$ cat src/rtl/uart_pkg.sv
// Shared UART definitions: transmitter state encoding, frame bit levels,
// data width and the default oversampling ratio.
package uart_pkg;

    // Transmitter states. PARITY is only entered when PARITY_BIT_EN is defined.
    typedef enum logic [2:0] {
        ST_IDLE   = 3'd0,
        ST_START  = 3'd1,
        ST_DATA   = 3'd2,
        ST_PARITY = 3'd3,
        ST_STOP   = 3'd4
    } tx_state_t;

    localparam logic START_BIT            = 1'b0;
    localparam logic STOP_BIT             = 1'b1;
    localparam int   DATA_BITS            = 8;
    localparam int   DEFAULT_CLKS_PER_BIT = 16;

endpackage

$ cat src/rtl/uart_bit_timer.sv
// Bit-period timer: counts 0..CLKS_PER_BIT-1 while enabled and wraps to 0,
// flagging the last cycle of each bit period on bit_end.
module uart_bit_timer
    import uart_pkg::*;
#(
    parameter int CLKS_PER_BIT = DEFAULT_CLKS_PER_BIT
) (
    input  logic baud_clock,
    input  logic reset_active_high,
    input  logic clear,
    input  logic enable,
    output logic bit_end
);

    localparam int CNT_W = (CLKS_PER_BIT > 1) ? $clog2(CLKS_PER_BIT) : 1;
    localparam logic [CNT_W-1:0] LAST_COUNT = CNT_W'(CLKS_PER_BIT - 1);

    logic [CNT_W-1:0] count_reg;

    // bit_end is combinational so the FSM can change bit on the same edge the count wraps
    assign bit_end = enable && (count_reg == LAST_COUNT);

    // Count within a bit period; clear restarts timing at frame acceptance
    always_ff @(posedge baud_clock) begin
        if (reset_active_high || clear) begin
            count_reg <= '0;
        end else if (enable) begin
            count_reg <= bit_end ? '0 : count_reg + 1'b1;
        end
    end

endmodule

$ cat src/rtl/piso_transmitter.sv
// Parallel-in serial-out UART transmitter: start bit, 8 data bits LSB first,
// optional parity bit, stop bit, each held CLKS_PER_BIT baud_clock cycles.
// Optional feature: define PARITY_BIT_EN to insert the parity bit (11-bit frame);
// otherwise the frame is 10 bits and PARITY_ODD has no effect.
module piso_transmitter
    import uart_pkg::*;
#(
    parameter int CLKS_PER_BIT = DEFAULT_CLKS_PER_BIT,
    parameter int PARITY_ODD   = 0
) (
    input  logic       baud_clock,
    input  logic       reset_active_high,
    input  logic [7:0] parallel_data_in,
    input  logic       send_request,
    output logic       serial_data_out,
    output logic       is_active,
    output logic       tx_done
);

    localparam logic [2:0] LAST_DATA_BIT = 3'(DATA_BITS - 1);

    tx_state_t  state_reg;
    logic [7:0] shift_reg;
    logic [2:0] bit_cnt_reg;
    logic       accept;
    logic       bit_end;

`ifdef PARITY_BIT_EN
    logic parity_reg;
`else
    logic unused_parity_odd;
    assign unused_parity_odd = (PARITY_ODD != 0);
`endif

    assign accept    = (state_reg == ST_IDLE) && send_request;
    assign is_active = (state_reg != ST_IDLE);

    uart_bit_timer #(
        .CLKS_PER_BIT (CLKS_PER_BIT)
    ) u_bit_timer (
        .baud_clock        (baud_clock),
        .reset_active_high (reset_active_high),
        .clear             (accept),
        .enable            (is_active),
        .bit_end           (bit_end)
    );

    // Frame sequencer; the line level for the next bit is registered on the
    // same edge that enters that bit, so serial_data_out never glitches.
    always_ff @(posedge baud_clock) begin
        if (reset_active_high) begin
            state_reg       <= ST_IDLE;
            serial_data_out <= STOP_BIT;
            tx_done         <= 1'b0;
            shift_reg       <= '0;
            bit_cnt_reg     <= '0;
`ifdef PARITY_BIT_EN
            parity_reg      <= 1'b0;
`endif
        end else begin
            tx_done <= 1'b0;
            case (state_reg)
                ST_IDLE: begin
                    serial_data_out <= STOP_BIT;
                    if (send_request) begin
                        shift_reg       <= parallel_data_in;
                        bit_cnt_reg     <= '0;
                        state_reg       <= ST_START;
                        serial_data_out <= START_BIT;
`ifdef PARITY_BIT_EN
                        // Parity is taken from the byte as latched, before shifting
                        parity_reg      <= (^parallel_data_in) ^ (PARITY_ODD != 0);
`endif
                    end
                end
                ST_START: begin
                    if (bit_end) begin
                        state_reg       <= ST_DATA;
                        serial_data_out <= shift_reg[0];
                    end
                end
                ST_DATA: begin
                    if (bit_end) begin
                        shift_reg   <= shift_reg >> 1;
                        bit_cnt_reg <= bit_cnt_reg + 1'b1;
                        if (bit_cnt_reg == LAST_DATA_BIT) begin
`ifdef PARITY_BIT_EN
                            state_reg       <= ST_PARITY;
                            serial_data_out <= parity_reg;
`else
                            state_reg       <= ST_STOP;
                            serial_data_out <= STOP_BIT;
`endif
                        end else begin
                            serial_data_out <= shift_reg[1];
                        end
                    end
                end
`ifdef PARITY_BIT_EN
                ST_PARITY: begin
                    if (bit_end) begin
                        state_reg       <= ST_STOP;
                        serial_data_out <= STOP_BIT;
                    end
                end
`endif
                ST_STOP: begin
                    serial_data_out <= STOP_BIT;
                    if (bit_end) begin
                        state_reg <= ST_IDLE;
                        tx_done   <= 1'b1;
                    end
                end
                default: begin
                    state_reg       <= ST_IDLE;
                    serial_data_out <= STOP_BIT;
                end
            endcase
        end
    end

endmodule

$ cat config.mk
export PLATFORM = sky130hd
export DESIGN_NAME = piso_transmitter
export DESIGN_NICKNAME = d
export VERILOG_FILES = /design/src/rtl/uart_pkg.sv /design/src/rtl/uart_bit_timer.sv /design/src/rtl/piso_transmitter.sv
export SDC_FILE = /design/constraint.sdc
export NUM_CORES = 1
export LEC_CHECK = 0
export CORE_MARGIN = 4
export CORE_UTILIZATION = 45
export DETAILED_ROUTE_END_ITERATION = 10
export PLACE_DENSITY = 0.64
export SYNTH_ARGS = -nofsm -noshare
export SYNTH_HDL_FRONTEND = slang
export SYNTH_SLANG_ARGS = --single-unit
$ cat constraint.sdc
create_clock -name baud_clock -period 4 [get_ports baud_clock]
set_input_delay 1 -clock baud_clock [delete_from_list [all_inputs] [get_ports baud_clock]]
set_output_delay 1 -clock baud_clock [all_outputs]
set_load 0.005 [all_outputs]
# Yosys cells after proc, flatten, opt, wreduce, memory -nomap -nowiden
# Cells that the tools add are included.
[totals]
ff_bits = 20
in_bits = 11
word_cells = 48
[op_classes]
add_sub_neg = 2
eq_ne = 10
muxes = 19
n_bitwise = 1
n_reduce_logical = 10
[ops]
columns = ["cell", "n"]
rows = [
  ["3-bit 2-to-1 mux", 7],
  ["8-bit 2-to-1 mux", 2],
  ["8-bit one-hot mux with 2 select lines", 1],
  ["3-bit one-hot mux with 4 select lines", 1],
  ["3-bit equality test, second input constant", 2],
  ["2-bit by 1-bit inequality test with 1-bit output, second input constant", 3],
  ["3-bit one-hot mux with 2 select lines", 1],
  ["1-bit 2-to-1 mux", 5],
  ["5-bit AND reduction", 1],
  ["4-bit by 1-bit adder with 4-bit output, second input constant", 1],
  ["4-bit equality test, second input constant", 1],
  ["4-bit 2-to-1 mux", 1],
  ["2-bit inequality test, second input constant", 2],
  ["3-bit by 1-bit adder with 3-bit output, second input constant", 1],
  ["3-bit by 1-bit equality test with 1-bit output, second input constant", 1],
  ["3-bit by 2-bit equality test with 1-bit output, second input constant", 1],
  ["3-bit zero test", 1],
  ["1-bit one-hot mux with 3 select lines", 1],
  ["3-bit AND reduction", 1],
  ["3-bit nonzero test", 1],
  ["1-bit logical AND", 2],
  ["2-bit AND reduction", 1],
  ["2-bit nonzero test", 1],
  ["2-bit OR reduction", 1],
  ["2 further kinds", 2],
]

# Depth between registers and ports, before layout
# Gate-level depths: netlist (run 1).
[depth]
word_depth = 4
depth_mapped = 7
depth_no_buf = 6

# Cells and area by module
# A second synthesis (run 1) with hierarchy kept.
[hier_totals]
cells_unflattened = 112
hier_area_um2 = 991.0
[by_module_without_submodules]
columns = ["mod", "n_inst", "cells_each", "area_each_um2"]
rows = [
  ["piso_transmitter", 1, 92, 794.5],
  ["uart_bit_timer", 1, 20, 196.4],
]

# Least setup slack after synthesis (run 1)
# No wires, ideal clock.
[synth_timing]
path_kind = "input -> register"
startpoint = "input send_request"
endpoint = "register shift_reg[4]"
setup_ns = 0.079
arrival_time_ns = 1.956
required_time_ns = 3.921
slack_ns = 1.965
stages = 5
path_buffers = 1
cell_sequence = "or4b_4 > o21ai_4 > buf_6 > nor2_1 > a211oi_2"
[synth_between]
elab_chain_len = 2
[synth_rtl]
columns = ["element", "line", "text"]
rows = [
  ["start: declaration", "piso_transmitter.sv:14", "input logic send_request,"],
  ["2-bit inequality test (no source line)", "--", ""],
  ["3-bit AND reduction (no source line)", "--", ""],
  ["end signal: assignment", "piso_transmitter.sv:66", "shift_reg <= parallel_data_in;"],
  ["end signal: assignment", "piso_transmitter.sv:84", "shift_reg <= shift_reg >> 1;"],
  ["end: declaration", "piso_transmitter.sv:23", "logic [7:0] shift_reg;"],
]
# Every way passes these cells.
# A chain may end at the register's enable or synchronous reset.

# Worst setup path after layout (run 1)
[layout_timing]
startpoint = "register state_reg[0]"
endpoint = "output is_active"
[layout_between]
elab_chain_len = 1
[layout_rtl]
columns = ["element", "line", "text"]
rows = [
  ["start: declaration", "piso_transmitter.sv:22", "tx_state_t state_reg;"],
  ["start signal: assignment", "piso_transmitter.sv:52", "state_reg <= ST_IDLE;"],
  ["start signal: assignment", "piso_transmitter.sv:68", "state_reg <= ST_START;"],
  ["start signal: assignment", "piso_transmitter.sv:78", "state_reg <= ST_DATA;"],
  ["3-bit nonzero test", "piso_transmitter.sv:36", "assign is_active = (state_reg != ST_IDLE);"],
  ["end: declaration", "piso_transmitter.sv:16", "output logic is_active,"],
]
# Every way passes these cells.

==> results.md, run 1 <==
- For the pin with the worst max-slew slack, the measured transition is ~0.84 ns.
- The combinational fraction of design power is 13.2%.
- The synthesized design devotes to its leading area cell type between 30% and 40% of total area.
- Summed over all nets, the switching power comes to 0.08157 mW.
- After the flow finishes, the layout carries non-filler instances totaling 147.
- The post-route worst hold slack is around 0.47 ns.
- The count of nets left with antenna violations once routing finished came out at 0.
- Detailed placement finished with a half-perimeter wire length of 1277 um.
- The synthesis warning total is 0.
- TritonCTS built the clock tree.
- Clock-pin slew was measured on the worst setup and hold paths at about 0.10 ns.
- Counting flops with an async set or reset pin after synthesis yields a share of 0%.
- Yosys instantiated no cell more often than sky130_fd_sc_hd__dfxtp_1.
- The cell type with the largest total area after synthesis is sky130_fd_sc_hd__dfxtp_1.
- Port buffering added 13 buffers.
- The global routing usage summed across all routing layers is roughly 12%.
- Setup violations remaining at the end of the flow were counted as 0.
- The area growth from synthesis to layout is 13.34%.
- The number of instances in the placed design is around 140.
- The upper clock frequency limit is approximately 0.35 GHz.
- The total clock buffers created by CTS is 3.
- The total clock sinks is 20.
- The mean instance size in the synthesized netlist is between 8 and 9 um2.
- In this run the worst path has a maximum fanout of 13.
- The final-layout setup total negative slack is 0 ns.
- The net total in the final layout is approximately 140.
- The post-cts resize count is 0.
- The arrival time of data at the critical path endpoint is about 1.9 ns.
- The clock passes through at most 2 buffers.
- STA puts the critical path data required time at roughly 3.0 ns.
- Of the total power, the clock network draws 25.4%.
- Signal routing reaches up to met4.
- In this run the power density over the cells is a little over 300 nW/um2.
- Counting instances in the post-synthesis netlist gives the leading cell types as sky130_fd_sc_hd__dfxtp_1 (20), sky130_fd_sc_hd__nor2_1 (14), sky130_fd_sc_hd__a21oi_1 (11).
- Across all setup checks in the final design, the least slack found is ~1.1 ns.
- The pin count of the biggest net entering global routing is 22.
- Setup repair after global routing left no endpoint under its margin.
- The flow ran to the end, and the final reports show no timing, DRC or antenna violations.
- The die boundary width is 55.22 um.
- After detailed routing, the number of vias per cell comes to around 5.5.
- Sequential elements use about two fifths of the synthesized area.
- By area the synthesized netlist is led by sky130_fd_sc_hd__dfxtp_1 (40%), sky130_fd_sc_hd__mux2i_1 (7.0%), sky130_fd_sc_hd__a21oi_1 (5.5%).
- The area of the core region is ~2000 um2.
- The first-pass GRT wire length is about 3200 um.
- After detailed routing, the wire length on met1 is slightly below 900 um.
- The cell count after synthesis is around 110.
- The final global-route overflow total is 0.
- Dividing the detail-routed wire length by the instance count gives 12.35 um.
- The initial antenna violation count is 0.
- Headroom to the max-slew limit came out at between 40% and 50%.
- After floorplanning, the core was divided into 16 placement rows.
- Once the floorplan was initialized, standard cells occupied 49.14% of the core.
- In this run, the number of DRC markers left after iteration 0 of detailed routing was 22.
- The internal power is 0.2680 mW.
- The number of hold buffers added after CTS was 0.
- Total power for the finished layout comes to 0.3495 mW.
- The static leakage is 0.4567 nW.
- The switching part of the total power is about a quarter.
- Across the VDD grid, the largest voltage drop is roughly 0.00017 V.
- The total of max-cap violations is 0.
- Synthesis instantiated 30 different standard cells from the library.
- The category of the critical setup timing path is flip-flop to primary output.
- The number of setup buffers added after CTS is 0.
- The number of optimization iterations in the first detailed-route pass is 4.
- The final period utilization is between 70% and 80%.
- In this run the clock root is driven by a sky130_fd_sc_hd__clkbuf_4.
- The via count of the first global-routing pass was between 600 and 700.
- The antenna diode count is 0.
- The die span in y is 55.22 um.
- The share of cells above drive strength 1 is approximately 7.5%.
- The post-synth design cell area is roughly 1000 um2.
- The H-tree level count is 1.
- The die covers roughly 3000 um2.
- The path class of the lowest-slack min-delay path is flip-flop to flip-flop.
- In this run the count of I/O pins placed on the die edge is 14.
- The sum of routed wire length over all layers is about 1800 um.
- The final-report hold violation count is 0.
- Clock skew on the completed layout was measured at 0.0006583 ns.
- Clock latency on the worst-skew pair, taken at its later pin, is slightly below 0.3 ns.
- The flip-flop count of the largest register, all copies and words added is 8.
- Sequential cells account for 61.5% of the total power.
- After detailed routing, the met2 layer carries roughly 810 um of wire.
- Among all flip-flop cells after synthesis, the most frequent one is sky130_fd_sc_hd__dfxtp_1.
- The congestion estimate from routability-driven global placement came to between 0.8 and 0.9.
- The post-route DRC violation count is 0.
- STA classifies the critical path startpoint as a flip-flop.
- Yosys mapped a number of flops with a built-in enable equal to 0.
- The count of final max-slew check failures was 0.
- The clock period minus worst slack is just under 3 ns.
- The routed design uses ~86 um of met3 wire.
- The detailed-route via count is around 800.
- The net count of the mapped netlist is about 130.
- The element type at the critical path end is a primary output.
- The worst-case setup slack after placement is around 1.3 ns.
- In this run, synthesis produced a sequential element count of 20.
-- stage by stage --
step | area, um2 | util, %
after floorplan | 1003 | -
after global placement | 1115 | 54.60
after detailed placement | 1115 | 54.60
after CTS | 1137 | 55.70
after global routing | 1137 | 55.70
final | 1137 | 55.70
-- cells by family after synthesis --
kind of cell    Yosys count  share of synthesized area, %
simple gates             46                         24.69
compound gates           24                         16.71
flops                    20                         39.90
buf+inv                  10                         5.984
mux                       8                         8.105
fa+ha+maj                 3                         3.741
xor+xnor                  1                        0.8730
-- per-layer routing --
| metal | vias up | GRT usage (%) |
|---|---|---|
| met2 | 16 | 17.57 |
| met1 | 357 | 18.07 |
| li1 | 425 | - |
| met4 | 0 | 6.250 |
| met5 | - | 0 |
| met3 | 4 | 2.098 |
-- cells in the final DEF, fill, tap and decap left out --
cell type and instances:
sky130_fd_sc_hd__nand4b_1 1, sky130_fd_sc_hd__a211oi_1 4, sky130_fd_sc_hd__clkbuf_4 3, sky130_fd_sc_hd__dfxtp_1 20, sky130_fd_sc_hd__nor2b_1 2, sky130_fd_sc_hd__or3b_1 1
sky130_fd_sc_hd__clkdlybuf4s50_1 13, sky130_fd_sc_hd__o21ai_4 1, sky130_fd_sc_hd__a21oi_1 11, sky130_fd_sc_hd__o32ai_1 1, sky130_fd_sc_hd__nand3b_1 2, sky130_fd_sc_hd__inv_1 2
sky130_fd_sc_hd__and3_1 2, sky130_fd_sc_hd__ha_1 3, sky130_fd_sc_hd__nand2b_1 1, sky130_fd_sc_hd__xnor2_1 1, sky130_fd_sc_hd__mux2_2 1, sky130_fd_sc_hd__nor2_1 14
sky130_fd_sc_hd__nand3_1 7, sky130_fd_sc_hd__nor3b_1 2, sky130_fd_sc_hd__mux2i_1 7, sky130_fd_sc_hd__or4b_4 1, sky130_fd_sc_hd__a211oi_2 3, sky130_fd_sc_hd__or2b_1 1
sky130_fd_sc_hd__nor4_1 3, sky130_fd_sc_hd__nor3_1 4, sky130_fd_sc_hd__o21ai_0 4, sky130_fd_sc_hd__or3_1 1, sky130_fd_sc_hd__nand2_1 4
-- power by group through the flow --
stage / clock network [mW] / registers (mW) / logic (mW)
after floorplan: 0 / 0.217 / 0.0315
after global placement: 0 / 0.220 / 0.0452
after detailed placement: 0 / 0.220 / 0.0461
after CTS: 0.0954 / 0.215 / 0.0465
after global routing: 0.103 / 0.217 / 0.0511
final: 0.0886 / 0.215 / 0.0460
-- critical path: stages, from the launching register on --
cell and delay (ns):
sky130_fd_sc_hd__dfxtp_1 0.44, sky130_fd_sc_hd__nor3_1 0.48, sky130_fd_sc_hd__inv_1 0.19, sky130_fd_sc_hd__clkdlybuf4s50_1 0.49
-- final cells by class --
type | count | area [um2]
Tap cell | 27 | 33.78
Fill cell | 204 | 904.6
Sequential cell | 20 | 400.4
Clock buffer | 3 | 22.52
Inverter | 2 | 7.507
Timing Repair Buffer | 13 | 130.1
Multi-Input combinational cell | 82 | 543.0
-- path summary, 6_finish.rpt --
kind                                        to          from  cells after the start  slack, ns
worst min register to register    shift_reg[7]  shift_reg[7]                      2       0.47
worst min-delay path              shift_reg[7]  shift_reg[7]                      2       0.47
worst max register to register  bit_cnt_reg[0]  state_reg[1]                      4       1.95
worst max-delay path                 is_active  state_reg[0]                      3       1.11
Note: power is estimated with default switching activity, not from simulation.
==> run 2: changes to the inputs <==
Clock period 4 ns to 2.8 ns, I/O delays scaled along.
==> run 2 against run 1 <==
  * Via count increased by 0.50%
  * Clock skew up 0.011 ns
  * Sequential share of layout area down 0.68 points
  * First-iteration DRC count increased by 18%
  * Power grew 45%
  * Cell count rose by 2.0%
  * Highest routed layer unchanged
  * Clock power up 48%
  * Die area did not move
  * Sequential power increased by 42%
  * Count of clock-buffer cells in the layout did not move
==> results.md, run 2 (synthesized netlist as in run 1, its figures left out) <==
- The worst setup path is of the flip-flop to primary output kind.
- The placed wire-length estimate after detailed placement is approximately 1300 um.
- The transition time at the pin with the least slew margin is roughly 0.54 ns.
- Across every metal layer, demand over resource in global routing totals 12.05%.
- The largest voltage drop on the vdd net is around 0.00031 V.
- The library cell used most frequently in the layout, excluding fill and tap cells, is sky130_fd_sc_hd__dfxtp_1.
- The routed length on met2 is 842 um.
- Power spread over the standard cell area amounts to ~440 nW/um2.
- The routability congestion estimate from global placement is 0.7945.
- The detailed router finished its first iteration with 26 violations.
- STA puts the critical path data arrival time at between 1.5 and 2 ns.
- The min-delay analysis places its worst path in the category flip-flop to flip-flop.
- In this run the deepest clock path goes through 2 buffers.
- The startpoint class of the critical path is a flip-flop.
- The final count of negative-setup-slack endpoints is 0.
- The total of max-cap violations is 0.
- The element type at the critical path end is a primary output.
- The slowest stage of the critical path is the sky130_fd_sc_hd__nor3_1 cell.
- The die boundary width is 55.22 um.
- Measured against its own limit, the worst slew margin works out to between 60% and 70%.
- The final critical path takes up roughly 93% of the cycle.
- Once the clock tree was built, the setup fixing pass inserted 0 buffers.
- In this run the worst path has a maximum fanout of 10.
- The post-route DRC violation count is 0.
- The post-synthesis to final-layout area growth is 15.59%.
- For this run, the post-layout net count is roughly 140.
- Walking the worst path, the cells encountered are nor3_1, inv_1, clkdlybuf4s50_1.
- Once the floorplan was initialized, standard cells occupied between 40% and 50% of the core.
- The detailed router put a total of 895 um of wire on met1.
- The clock period minus worst slack is roughly 2.6 ns.
- For this run the aggregate overflow at the end of global routing stands at 0.
- The die covers around 3000 um2.
- The flow ran to the end, and the final reports show no timing, DRC or antenna violations.
- The library cells used most frequently in the layout, excluding fill and tap cells, are sky130_fd_sc_hd__dfxtp_1 (20), sky130_fd_sc_hd__nor2_1 (14), sky130_fd_sc_hd__clkdlybuf4s50_1 (13), sky130_fd_sc_hd__a21oi_1 (11).
- The clock skew is around 0.012 ns.
- The sum of routed wire length over all layers is roughly 1800 um.
- The count of final max-slew check failures is 0.
- After detailed routing, no signal wire sits above met4.
- For this design the static power due to leakage is approximately 0.47 nW.
- After layout, the design draws a total of 0.5070 mW.
- The average detailed-routed wire length per instance is 12.25 um.
- Before antenna repair, the detailed router went through 4 iterations.
- The CTS tree is built.
- Clock-pin slew was measured on the worst setup and hold paths at about 0.11 ns.
- The total clock buffers created by CTS is 3.
- The initial antenna violation count came to 0.
- The share of cells above drive strength 1 is 9.756%.
- The flip-flop count of the largest register, all copies and words added is 8.
- The detailed-route via count is 806.
- The upper clock frequency limit is between 0.3 and 0.4 GHz.
- The die span in y is roughly 55 um.
- 14 I/O pins were placed.
- Setup repair after global routing left no endpoint under its margin.
- The number of buffers inserted for hold repair after clock tree synthesis is 0.
- The count of nets left with antenna violations after detail routing is 0.
- The critical path's largest stage delay is ~0.50 ns.
- The count of buffers added on input and output ports is 13.
- The placement row count is 16.
- The number of gates resized after CTS was 0.
- The first global-routing pass estimated 3056 um of wire.
- The H-tree level count is 1.
- The via count of the first global-routing pass is 710.
- The required time of the worst setup path is 2.10 ns.
- Clock latency on the worst-skew pair, taken at its later pin, is 0.30 ns.
- The area of the core region is around 2000 um2.
- The final-report hold violation count is 0.
- The buffer cell driving the clock tree root is sky130_fd_sc_hd__clkbuf_4.
- After detailed routing, the number of vias per cell comes to about 5.4.
- Entering global routing, the biggest net connects 22 pins.
- In the final timing run, aggregate negative setup slack is 0 ns.
- CTS saw 20 sinks.
- The repair_antennas step left the layout with diodes totalling 0.
- After detailed routing, the met3 layer carries ~90 um of wire.
## run 2: where the power goes
group          switching, mW  internal (mW)  leakage (nW)  total, mW
registers            0.00734          0.297         0.164      0.305
logic                 0.0339         0.0376         0.294     0.0716
clock network         0.0808         0.0501        0.0138      0.131
## run 2: cell type report
type,count,area (um2)
fillers,211,882.1
multi-input cells,82,543.0
flip-flops and latches,20,400.4
repair buffers,16,152.6
well taps,27,33.78
clock buffers,3,22.52
inverters,2,7.507
## run 2: path summary, 6_finish.rpt
| kind | start | end | slack [ns] | depth (start not counted) |
|---|---|---|---|---|
| hold / removal | shift_reg[7] | shift_reg[7] | 0.48 | 2 |
| setup / recovery | state_reg[2] | is_active | 0.21 | 3 |
| setup reg to reg | state_reg[1] | shift_reg[4] | 0.82 | 5 |
| hold reg to reg | shift_reg[7] | shift_reg[7] | 0.48 | 2 |
## run 2: critical path: cells and delay by family (launching register included)
kind / cells / cell delay (ns)
buffers and inverters: 2 / 0.69
and+or+nand+nor: 1 / 0.50
DFF: 1 / 0.41
## run 2: layer usage
metal  GRT usage (%)  vias up
met1           15.53      359
met2           19.43       16
met4           2.083        0
li1                -      429
met3           4.429        2
met5               0        -
## run 2: through the flow
step / util (%) / worst slack, ns / instances / instance area, um2 / hold WS, ns
2_1_floorplan: - / 1.065 / 112 / 1003 / 0.4472
3_3_place_gp: 55.70 / 0.4854 / 147 / 1137 / 0.4621
3_5_place_dp: 55.70 / 0.4203 / 147 / 1137 / 0.4649
4_1_cts: 56.80 / 0.2118 / 150 / 1160 / 0.4815
5_1_grt: 56.80 / 0.1149 / 150 / 1160 / 0.5017
6_report: 56.80 / 0.2054 / 150 / 1160 / 0.4776
